**config.mk**
```make
export PLATFORM = sky130hd
export DESIGN_NAME = apb_cmd_arbiter
export DESIGN_NICKNAME = d
export VERILOG_FILES = /design/src/rtl/apb_arb_pkg.sv /design/src/rtl/apb_rr_arbiter.sv /design/src/rtl/apb_cmd_arbiter.sv
export SDC_FILE = /design/constraint.sdc
export NUM_CORES = 1
export LEC_CHECK = 0
export ABC_AREA = 0
export CORE_AREA = 2 2 175 177
export DETAILED_ROUTE_END_ITERATION = 6
export DIE_AREA = 0 0 177 179
export HOLD_SLACK_MARGIN = 0.05
export PLACE_DENSITY = 0.51
export SLEW_MARGIN = 0
export SYNTH_ARGS = -nofsm -noshare
export SYNTH_HDL_FRONTEND = slang
export SYNTH_SLANG_ARGS = --single-unit
export TNS_END_PERCENT = 20
```
**constraint.sdc**
```tcl
create_clock -name aclk -period 3.3 [get_ports aclk]
set_input_delay 0.33 -clock aclk [delete_from_list [all_inputs] [get_ports aclk]]
set_output_delay 0.33 -clock aclk [all_outputs]
set_load 0.05 [all_outputs]
```
**src/rtl/apb_arb_pkg.sv**
```systemverilog
// ---------------------------------------------------------------------------
// apb_arb_pkg
// Shared types and packet layout for the APB command arbiter and the APB
// master stub it feeds.
//
// Contents:
//   arb_state_t    - arbiter FSM state (IDLE / GRANT)
//   *_LSB, *_BIT   - command/response packet field offsets for the default
//                    32-bit address / 32-bit data configuration
//   PKT_MAX_WIDTH  - widest command packet the helper function accepts
//   cmd_is_write   - returns pwrite (the packet MSB) of a command packet
// ---------------------------------------------------------------------------
package apb_arb_pkg;

   typedef enum logic [0:0] {
      IDLE  = 1'b0,
      GRANT = 1'b1
   } arb_state_t;

   // Default bus widths the stub is normally built with.
   localparam int DEF_ADDR_WIDTH = 32;
   localparam int DEF_DATA_WIDTH = 32;

   // Command packet {pwrite, pprot[2:0], pstrb, paddr, pwdata}, LSB first.
   localparam int PWDATA_LSB           = 0;
   localparam int PADDR_LSB            = PWDATA_LSB + DEF_DATA_WIDTH;
   localparam int PSTRB_LSB            = PADDR_LSB + DEF_ADDR_WIDTH;
   localparam int PPROT_LSB            = PSTRB_LSB + DEF_DATA_WIDTH / 8;
   localparam int PWRITE_BIT           = PPROT_LSB + 3;
   localparam int DEF_CMD_PACKET_WIDTH = PWRITE_BIT + 1;

   // Response packet {pslverr[1:0], prdata}.
   localparam int PRDATA_LSB            = 0;
   localparam int PSLVERR_LSB           = PRDATA_LSB + DEF_DATA_WIDTH;
   localparam int DEF_RESP_PACKET_WIDTH = PSLVERR_LSB + 2;

   // The helper works on a zero-extended copy so one function serves every
   // packet width up to this limit.
   localparam int PKT_MAX_WIDTH = 1024;

   // pwrite always sits in the top bit of the packet, whatever its width.
   function automatic logic cmd_is_write(input logic [PKT_MAX_WIDTH-1:0] pkt,
                                         input int unsigned              pkt_width);
      logic [9:0] msb;
      msb = 10'(pkt_width - 1);
      return pkt[msb];
   endfunction

endpackage : apb_arb_pkg

```
**src/rtl/apb_rr_arbiter.sv**
```systemverilog
// ---------------------------------------------------------------------------
// apb_rr_arbiter
// Purely combinational round-robin pick: returns the first requester found
// at or after the pointer, wrapping past the last client back to client 0.
//
// Ports:
//   req        in   N       request vector (already masked for eligibility)
//   ptr        in   IDW     highest-priority client this round
//   grant_id   out  IDW     encoded winner (0 when nothing requests)
//   any_grant  out  1       at least one request present
// ---------------------------------------------------------------------------
module apb_rr_arbiter #(
   parameter int N   = 4,
   parameter int IDW = $clog2(N)
) (
   input  logic [N-1:0]   req,
   input  logic [IDW-1:0] ptr,
   output logic [IDW-1:0] grant_id,
   output logic           any_grant
);

   // One extra bit so ptr+k never overflows before the modulo fold.
   localparam int SW = IDW + 1;

   logic [SW-1:0]  sum;
   logic [IDW-1:0] idx;

   // Scan N positions starting at ptr; the first hit wins and later hits
   // are ignored because any_grant is already set.
   always_comb begin
      grant_id  = '0;
      any_grant = 1'b0;
      sum       = '0;
      idx       = '0;
      for (int k = 0; k < N; k++) begin
         sum = {1'b0, ptr} + SW'(k);
         if (sum >= SW'(N)) begin
            sum = sum - SW'(N);
         end
         idx = sum[IDW-1:0];
         if (!any_grant && req[idx]) begin
            any_grant = 1'b1;
            grant_id  = idx;
         end
      end
   end

endmodule : apb_rr_arbiter

```
**src/rtl/apb_cmd_arbiter.sv**
```systemverilog
// ---------------------------------------------------------------------------
// apb_cmd_arbiter
// Shares one APB master stub between NUM_CLIENTS command sources. Commands
// are granted round-robin; every read that is handed to the stub has its
// client ID pushed into an in-order FIFO so the matching response can be
// routed back. Writes produce no response and are not tracked.
//
// Ports:
//   aclk, areset    in   clock, synchronous active-high reset
//   s_cmd_valid     in   per-client command valid
//   s_cmd_ready     out  per-client command ready
//   s_cmd_data      in   client i packet at [i*CMD_PACKET_WIDTH +: CMD_PACKET_WIDTH]
//   s_rsp_valid     out  per-client response valid
//   s_rsp_ready     in   per-client response ready
//   s_rsp_data      out  response packet, broadcast to all clients
//   m_cmd_valid     out  command valid to the stub
//   m_cmd_ready     in   command ready from the stub
//   m_cmd_data      out  command packet to the stub
//   m_rsp_valid     in   response valid from the stub
//   m_rsp_ready     out  response ready to the stub
//   m_rsp_data      in   response packet from the stub
//   o_grant_id      out  current / last granted client
//   o_outstanding   out  reads issued whose response has not returned
//   o_rsp_orphan    out  sticky: response seen with no read outstanding
// ---------------------------------------------------------------------------
module apb_cmd_arbiter
   import apb_arb_pkg::*;
#(
   parameter int NUM_CLIENTS       = 4,
   parameter int ADDR_WIDTH        = 32,
   parameter int DATA_WIDTH        = 32,
   parameter int CMD_PACKET_WIDTH  = ADDR_WIDTH + DATA_WIDTH + DATA_WIDTH / 8 + 4,
   parameter int RESP_PACKET_WIDTH = DATA_WIDTH + 2,
   parameter int MAX_OUTSTANDING   = 4
) (
   input  logic                                    aclk,
   input  logic                                    areset,
   input  logic [NUM_CLIENTS-1:0]                  s_cmd_valid,
   output logic [NUM_CLIENTS-1:0]                  s_cmd_ready,
   input  logic [NUM_CLIENTS*CMD_PACKET_WIDTH-1:0] s_cmd_data,
   output logic [NUM_CLIENTS-1:0]                  s_rsp_valid,
   input  logic [NUM_CLIENTS-1:0]                  s_rsp_ready,
   output logic [RESP_PACKET_WIDTH-1:0]            s_rsp_data,
   output logic                                    m_cmd_valid,
   input  logic                                    m_cmd_ready,
   output logic [CMD_PACKET_WIDTH-1:0]             m_cmd_data,
   input  logic                                    m_rsp_valid,
   output logic                                    m_rsp_ready,
   input  logic [RESP_PACKET_WIDTH-1:0]            m_rsp_data,
   output logic [$clog2(NUM_CLIENTS)-1:0]          o_grant_id,
   output logic [$clog2(MAX_OUTSTANDING+1)-1:0]    o_outstanding,
   output logic                                    o_rsp_orphan
);

   localparam int IDW  = $clog2(NUM_CLIENTS);
   localparam int AW   = $clog2(MAX_OUTSTANDING);
   localparam int PTRW = AW + 1;
   localparam int OUTW = $clog2(MAX_OUTSTANDING + 1);

   arb_state_t state;
   arb_state_t next_state;

   logic [IDW-1:0]         r_grant;
   logic [IDW-1:0]         rr_ptr;
   logic [IDW-1:0]         pick_id;
   logic                   pick_valid;
   logic [NUM_CLIENTS-1:0] eligible;

   logic [CMD_PACKET_WIDTH-1:0] grant_pkt;
   logic                        cmd_hs;
   logic                        push;
   logic                        pop;

   logic [IDW-1:0]  id_fifo [MAX_OUTSTANDING];
   logic [PTRW-1:0] wr_ptr;
   logic [PTRW-1:0] rd_ptr;
   logic [PTRW-1:0] fill;
   logic            fifo_full;
   logic            fifo_empty;
   logic [IDW-1:0]  head_id;
   logic            orphan;

   // Pointers carry one extra wrap bit, so the difference is the fill level
   // and full/empty never alias.
   assign fill       = wr_ptr - rd_ptr;
   assign fifo_full  = (fill == PTRW'(MAX_OUTSTANDING));
   assign fifo_empty = (fill == '0);
   assign head_id    = id_fifo[rd_ptr[AW-1:0]];

   // A read may only be granted while a FIFO slot is free. This looks at
   // the registered fill level on purpose: a pop in the same cycle does not
   // make a read eligible until the next cycle.
   always_comb begin
      eligible = '0;
      for (int i = 0; i < NUM_CLIENTS; i++) begin
         eligible[i] = s_cmd_valid[i] &&
            !(!cmd_is_write(PKT_MAX_WIDTH'(s_cmd_data[i*CMD_PACKET_WIDTH +: CMD_PACKET_WIDTH]),
                            CMD_PACKET_WIDTH) && fifo_full);
      end
   end

   apb_rr_arbiter #(
      .N   (NUM_CLIENTS),
      .IDW (IDW)
   ) u_rr (
      .req       (eligible),
      .ptr       (rr_ptr),
      .grant_id  (pick_id),
      .any_grant (pick_valid)
   );

   // The packet is taken live from the granted client, which must hold it
   // stable until it sees ready.
   assign grant_pkt = s_cmd_data[r_grant*CMD_PACKET_WIDTH +: CMD_PACKET_WIDTH];
   assign cmd_hs    = (state == GRANT) && m_cmd_ready;
   assign push      = cmd_hs && !cmd_is_write(PKT_MAX_WIDTH'(grant_pkt), CMD_PACKET_WIDTH);

   // FSM state register.
   always_ff @(posedge aclk) begin
      if (areset) begin
         state <= IDLE;
      end else begin
         state <= next_state;
      end
   end

   // FSM next-state logic. Once in GRANT the selection is held until the
   // stub accepts it, even if the client misbehaves and drops valid.
   always_comb begin
      next_state = state;
      case (state)
         IDLE: begin
            if (pick_valid) begin
               next_state = GRANT;
            end
         end
         GRANT: begin
            if (m_cmd_ready) begin
               next_state = IDLE;
            end
         end
         default: next_state = IDLE;
      endcase
   end

   // FSM outputs: only the granted client sees the stub's ready.
   always_comb begin
      m_cmd_valid = 1'b0;
      m_cmd_data  = '0;
      s_cmd_ready = '0;
      if (state == GRANT) begin
         m_cmd_valid          = 1'b1;
         m_cmd_data           = grant_pkt;
         s_cmd_ready[r_grant] = m_cmd_ready;
      end
   end

   // Grant is captured on leaving IDLE; the round-robin pointer only moves
   // past a client once its command has actually been accepted.
   always_ff @(posedge aclk) begin
      if (areset) begin
         r_grant <= '0;
         rr_ptr  <= '0;
      end else begin
         if ((state == IDLE) && pick_valid) begin
            r_grant <= pick_id;
         end
         if (cmd_hs) begin
            rr_ptr <= (r_grant == IDW'(NUM_CLIENTS - 1)) ? '0 : r_grant + 1'b1;
         end
      end
   end

   // Owner-ID storage has no reset; only the pointers define what is valid.
   always_ff @(posedge aclk) begin
      if (push) begin
         id_fifo[wr_ptr[AW-1:0]] <= r_grant;
      end
   end

   // Push and pop are independent, so a simultaneous pair leaves the fill
   // level unchanged.
   always_ff @(posedge aclk) begin
      if (areset) begin
         wr_ptr <= '0;
         rd_ptr <= '0;
      end else begin
         if (push) begin
            wr_ptr <= wr_ptr + 1'b1;
         end
         if (pop) begin
            rd_ptr <= rd_ptr + 1'b1;
         end
      end
   end

   // Responses go to the FIFO head. With nothing outstanding the stub is
   // drained so a stray response cannot wedge it. While reset is held the
   // response path is closed, as the stub is being reset alongside.
   always_comb begin
      s_rsp_valid = '0;
      m_rsp_ready = 1'b0;
      if (!areset) begin
         if (!fifo_empty) begin
            s_rsp_valid[head_id] = m_rsp_valid;
            m_rsp_ready          = s_rsp_ready[head_id];
         end else begin
            m_rsp_ready = 1'b1;
         end
      end
   end

   assign pop        = m_rsp_valid && m_rsp_ready && !fifo_empty;
   assign s_rsp_data = m_rsp_data;

   // Sticky flag for a response that had no read waiting for it.
   always_ff @(posedge aclk) begin
      if (areset) begin
         orphan <= 1'b0;
      end else if (fifo_empty && m_rsp_valid) begin
         orphan <= 1'b1;
      end
   end

   assign o_grant_id    = r_grant;
   assign o_outstanding = OUTW'(fill);
   assign o_rsp_orphan  = orphan;

endmodule : apb_cmd_arbiter

```
==> metrics <==
outcome=complete, no violations; # hold bufs at CTS=0; Most Crowded Layer GR=met2; Req. time, crit path=2.97 ns; Cell Rows=64; clock tree buffer depth=2; Global Route met1 Usage=16.6%; period utilization=91.0%; commonest non-fill, non-tap cells in the layout=clkdlybuf4s50_1 (380), and2_1 (76), mux4_2 (73), nor2_1 (12), dfxtp_1 (11); Setup Buffers After CTS=0; area of the multi-input gates=2780 µm²; Layout Nets=1,001; die area=31,700 µm²; clk_lat worst skew=0.25 ns; met2 Use GR=21.9%; leak pwr=2.70 nW; reg2reg setup slack=0.68 ns; Tmin final=3.00 ns; register area share after synthesis=14.1%; commonest non-fill, non-tap cell in the layout=clkdlybuf4s50_1; Worst-Margin Slew=0.566 ns; Hold Crit Depth=2; Slew Limit Fails=0; post-route cell area=7900 µm²; Syn Inst Count=317; GRT overflow=0; met3 global-route usage=3.86%; crit start category=flop; Worst Setup EP=m_rsp_ready; Setup CP Type=flop to primary output; crit end category=primary output; Syn Std Cell Area=3690 µm²; DRT iter0 DRCs=173; drt pass-1 iters=4; vias per cell=3.89; pin count of the biggest net entering global routing=84; FF+latch area=529 µm²; Yosys cell types=42; die width=177 µm; die height=179 µm; Crit path buffers/inverters=2; post-cts sizing count=0; Synth Area per Inst=11.6 µm²; io pins=456; core area=30,000 µm²; RSZ-0062 raised after global routing=no; Antenna Nets Post-Route=0; top_reg_cell synth=dfxtp_1; worst r2r src=wr_ptr[0]; CP delay by family, top=simple AND/OR/NAND/NOR gates; CP max stage delay=0.39 ns; Setup WS pre-CTS=0.573 ns; first-pass GRT wire length=30,100 µm; Placed Cells incl. Taps=1,047; buffers added on ports=387; Overall Global Routing Usage=12.9%; Worst-path clk slew=0.06 ns; htree depth=1; Area growth syn-to-layout=114%; Post-synth EDFFs=8; ratio of cells with drive above 1 in the final layout=15.9%; type of the worst min-delay path=flop to flop; clk sinks=22; initial antenna violation count=4; Worst EP arrival=2.67 ns; Avg WL per Cell=20.5 µm; # DRC=0; skew final=0.00156 ns; CP max stage cell=dfxtp_1; Synthesized Nets=662; crit path cell chain=inv_1 -> ha_1 -> fa_1 -> xnor3_1 -> and3_4 -> or3_4 -> nor3b_2 -> buf_4; worst setup margin=0.297 ns; detailed-route wire length=21,500 µm; stages on the worst setup path=8; Final HPWL DP=18,500 µm; PD cells=321 nW/µm²; relative slew slack=62.2%; max frequency=333 MHz; R2R depth=8; clock buffer count from CTS=3; worst setup path start=wr_ptr[0]; Critical R2R Capture=rd_ptr[1]; Root Driver=clkbuf_16; Final setup viols=0; Vias=4,092; dpl cell area=7790 µm²; Syn. warnings=0; fillers=3,173; setup TNS=0 ns; placer congestion estimate=0.838; Crit Path Max Fanout=9; final hold viol count=0; Power, Total=2.54 mW; Yosys reg bits=22; number of global-route vias before repair=4,293; fraction of registers with async set or reset after synthesis=0%; starting density of the core=12.3%; CTS tree=built; Max Cap Violations=0; worst IR drop on VDD=0.000280 V; fin cells=1,053
## synth_stat cells (all sizes together), types with 2 or more instances
library cell	instances	share of area, %
a21oi	4	0.54
and2	76	13
and3	6	1.2
buf	41	7.9
clkbuf	19	1.9
dfxtp	14	7.6
edfxtp	8	6.5
ha	10	3.4
inv	7	0.71
mux2	2	0.81
mux2i	5	1.4
mux4	74	45
nand2	6	0.61
nand2b	3	0.51
nand3	2	0.41
nand4	2	0.34
nor2	12	1.2
nor2b	2	0.34
nor3b	3	1.1
o311ai	2	0.48
o31ai	4	0.95
o32ai	2	0.48
or3	2	0.48
xnor2	2	0.48
## stage by stage
stage	util, %	hold WS (ns)
2_1_floorplan	-	0.425
3_3_place_gp	26.0	0.474
3_5_place_dp	26.0	0.460
4_1_cts	26.3	0.476
5_1_grt	26.3	0.496
6_report	26.3	0.467
## registers in the layout (all words and copies together), names as in the netlist, named ones only
name and flops:
id_fifo 8, rr_ptr 2, wr_ptr 3, o_grant_id 2, o_rsp_orphan 1, state 1, rd_ptr 3
## final cells by class
| cell class | instances | area share [%] |
|---|---|---|
| timing repair buffer | 394 | 50.1 |
| clock buffer | 3 | 0.950 |
| clock inverter | 1 | 0.380 |
| antenna | 2 | 0.0633 |
| tap | 396 | 6.27 |
| inverter | 7 | 0.332 |
| multi-input combinational | 228 | 35.2 |
| sequential | 22 | 6.70 |
## logic make-up after synthesis
family | count (synthesis) | synth area share [%]
AO/OA/AOI/OAI | 18 | 3.67
buffers and inverters | 67 | 10.5
flip-flops | 22 | 14.1
AND/OR/NAND/NOR | 115 | 19.2
adder cells (fa/ha/maj) | 11 | 3.94
multiplexers | 81 | 47.5
XOR/XNOR | 3 | 1.09
## per-layer routing
| metal | up-vias | routed length, µm | part of all wire (%) |
|---|---|---|---|
| li1 | 1864 | - | - |
| met1 | 2016 | 8930 | 41 |
| met2 | 202 | 10600 | 49 |
| met3 | 8 | 1860 | 8.6 |
| met4 | 2 | 119 | 0.55 |
| met5 | - | 13 | 0.060 |
## tightest hold or removal path, cell delays in order (launching register included)
cell	delay, ns
dfxtp_1	0.32
a21oi_1	0.04
nor2_1	0.07
## worst min path at each step
stage	end	startpoint	slack, ns
2_1_floorplan	state	m_cmd_ready	0.42
3_3_place_gp	rd_ptr[2]	rd_ptr[2]	0.47
3_5_place_dp	o_rsp_orphan	o_rsp_orphan	0.46
4_1_cts	o_rsp_orphan	o_rsp_orphan	0.48
5_1_grt	o_rsp_orphan	o_rsp_orphan	0.50
6_report	o_rsp_orphan	o_rsp_orphan	0.47
## power by group
group	internal (mW)	leakage, nW	switching [mW]
Clock	0.241	0.0511	0.0964
Sequential	0.308	0.190	0.0358
Combinational	0.921	2.46	0.935
Power figures use the tool's default switching activity.
==> RTL edit (same flow settings) <==
Make the reset (`areset`) asynchronous in 4 clocked blocks. Comments in the files are not updated.
--- a/src/rtl/apb_cmd_arbiter.sv
+++ b/src/rtl/apb_cmd_arbiter.sv
@@ -117,5 +117,5 @@
 
    // FSM state register.
-   always_ff @(posedge aclk) begin
+   always_ff @(posedge aclk or posedge areset) begin
       if (areset) begin
          state <= IDLE;
@@ -158,5 +158,5 @@
    // Grant is captured on leaving IDLE; the round-robin pointer only moves
    // past a client once its command has actually been accepted.
-   always_ff @(posedge aclk) begin
+   always_ff @(posedge aclk or posedge areset) begin
       if (areset) begin
          r_grant <= '0;
@@ -181,5 +181,5 @@
    // Push and pop are independent, so a simultaneous pair leaves the fill
    // level unchanged.
-   always_ff @(posedge aclk) begin
+   always_ff @(posedge aclk or posedge areset) begin
       if (areset) begin
          wr_ptr <= '0;
@@ -215,5 +215,5 @@
 
    // Sticky flag for a response that had no read waiting for it.
-   always_ff @(posedge aclk) begin
+   always_ff @(posedge aclk or posedge areset) begin
       if (areset) begin
          orphan <= 1'b0;
Formal check against the unedited RTL: differs if areset is asserted again (counterexample within 4 cycles, from zero or initial values and one cycle with areset high); with areset held inactive, the same outputs for 4 cycles.
==> RTL edit against the original RTL <==
Critical path depth unchanged; sequential share of layout area increased by 0.33 points; sequential cell count is 2 lower; area after synthesis down 1.5%; register-to-register slack improved by 150 ps; routed wire length fell by 0.47%; final cell count down 0.85%; synthesized cell count is 3.8% lower; final area down 1.2%; worst setup slack worse by 150 ps; die area stayed put.
Power is not compared: it rests on default switching activity, and its combinational part moved more than twofold at a synthesized area within 25%.
==> RTL edit: results (changes against the original RTL) <==
- Detailed-route via count: 3,981 (was 4,092)
- Routability Congestion: 0.7531 (was 0.8379)
- Instance area at placement: 7725 µm² (was 7792 µm²)
- Ys async rst share: 60.00% (was 0%)
- Met3 Routed Length: 2624 µm (was 1860 µm)
- Largest net degree at the start of global routing: 56 (was 84)
- Worst setup path start: wr_ptr[0] (unchanged)
- Post-Layout Cell Count: 1,044 (was 1,053)
- Max-Slew Margin vs Limit: 61.91% (was 62.17%)
- Total global-route track usage: 12.51% (was 12.93%)
- Post-synthesis adder-cell area fraction: 3.999% (was 3.938%)
- Netlist cell types: 35 (was 42)
- Global routing usage on met2: 19.07% (was 21.94%)
- Average detailed-routed wire length per instance: 20.53 µm (was 20.45 µm)
- Run status: finished, final reports clean (unchanged)
- M1 WL: 8654 µm (was 8933 µm)
- Met2 wire length: 10,040 µm (was 10,610 µm)
- Dominant cells by area after synthesis: sky130_fd_sc_hd__mux4_2 (46%), sky130_fd_sc_hd__and2_1 (13%), sky130_fd_sc_hd__dfrtp_1 (8.3%) (was sky130_fd_sc_hd__mux4_2 (45%), sky130_fd_sc_hd__and2_1 (13%), sky130_fd_sc_hd__dfxtp_1 (7.6%))
- Wire length of the first global-routing pass: 28,950 µm (was 30,080 µm)
- Master of the slowest instance on the critical path: sky130_fd_sc_hd__clkdlybuf4s50_1 (was sky130_fd_sc_hd__dfxtp_1)
- Fraction of the yosys area taken by sequential cells: 14.89% (was 14.12%)
- Via count of the first global-routing pass: 4,122 (was 4,293)
- Data arrival time of the critical path: 2820 ps (was 2670 ps)
- List of most frequent post-synthesis cells: sky130_fd_sc_hd__and2_1 (76), sky130_fd_sc_hd__mux4_2 (74), sky130_fd_sc_hd__buf_4 (34) (was sky130_fd_sc_hd__and2_1 (76), sky130_fd_sc_hd__mux4_2 (73), sky130_fd_sc_hd__buf_4 (34))
- Crit path max-delay family: buffers and inverters (was simple AND/OR/NAND/NOR gates)
- Register-to-register path setup slack: 830 ps (was 680 ps)
- Clock Skew: 3.869 ps (was 1.557 ps)
- CP Max Fanout: 7 (was 9)
- Worst path setup slack after routing: 149.6 ps (was 296.6 ps)
- Endpoint of the worst register-to-register path: o_grant_id[1] (was rd_ptr[1])
- Placement-stage worst setup slack: 416.5 ps (was 572.9 ps)
- Layout Nets: 991 (was 1,001)
- Half-perimeter wire length after placement: 18,480 µm (was 18,540 µm)
- Starting DRC count in detailed routing: 172 (was 173)
- Number of instances in the synthesized netlist: 305 (was 317)
- Proportion of synthesized area in mux cells: 47.64% (was 47.49%)
- Clock insertion delay at the later pin of the skew report: 250 ps (about the same)
- Number of nets produced by synthesis: 650 (was 662)
- Met1 Resource Use GR: 16.48% (was 16.64%)
- Biggest cell delay along the critical path: 790 ps (was 390 ps)
- Share of post-route cells with drive strength above 1: 17.67% (was 15.88%)
- Antenna violations before repair: 5 (was 4)
- Min-Delay Path Class: primary input to async pin (was register to register)
[RTL edit: changes by cell type after synthesis, moves of 3 or more]
cell	unedited run	this run
sky130_fd_sc_hd__nand2b_1	3	0
sky130_fd_sc_hd__o21ai_1	0	3
sky130_fd_sc_hd__inv_1	7	10
sky130_fd_sc_hd__clkbuf_1	19	15
sky130_fd_sc_hd__nor2_1	12	8
sky130_fd_sc_hd__dfrtp_1	0	12
sky130_fd_sc_hd__dfxtp_1	14	0
[RTL edit: area by class of cell]
type	instances	area (µm²)
fill	3172	22220
timing repair buffer	395	3951
multi-input combinational	216	2691
sequential	20	549.3
tap	396	495.5
clock buffer	3	75.07
inverter	10	37.54
antenna	3	7.507
clock inverter	1	3.754
[RTL edit: report_power, final]
part           internal [W]  leakage, nW  switching, W
Sequential         0.000365        0.210      0.000116
Clock              0.000161       0.0386     0.0000918
Combinational       0.00233         2.53       0.00302
Total               0.00285         2.78       0.00323
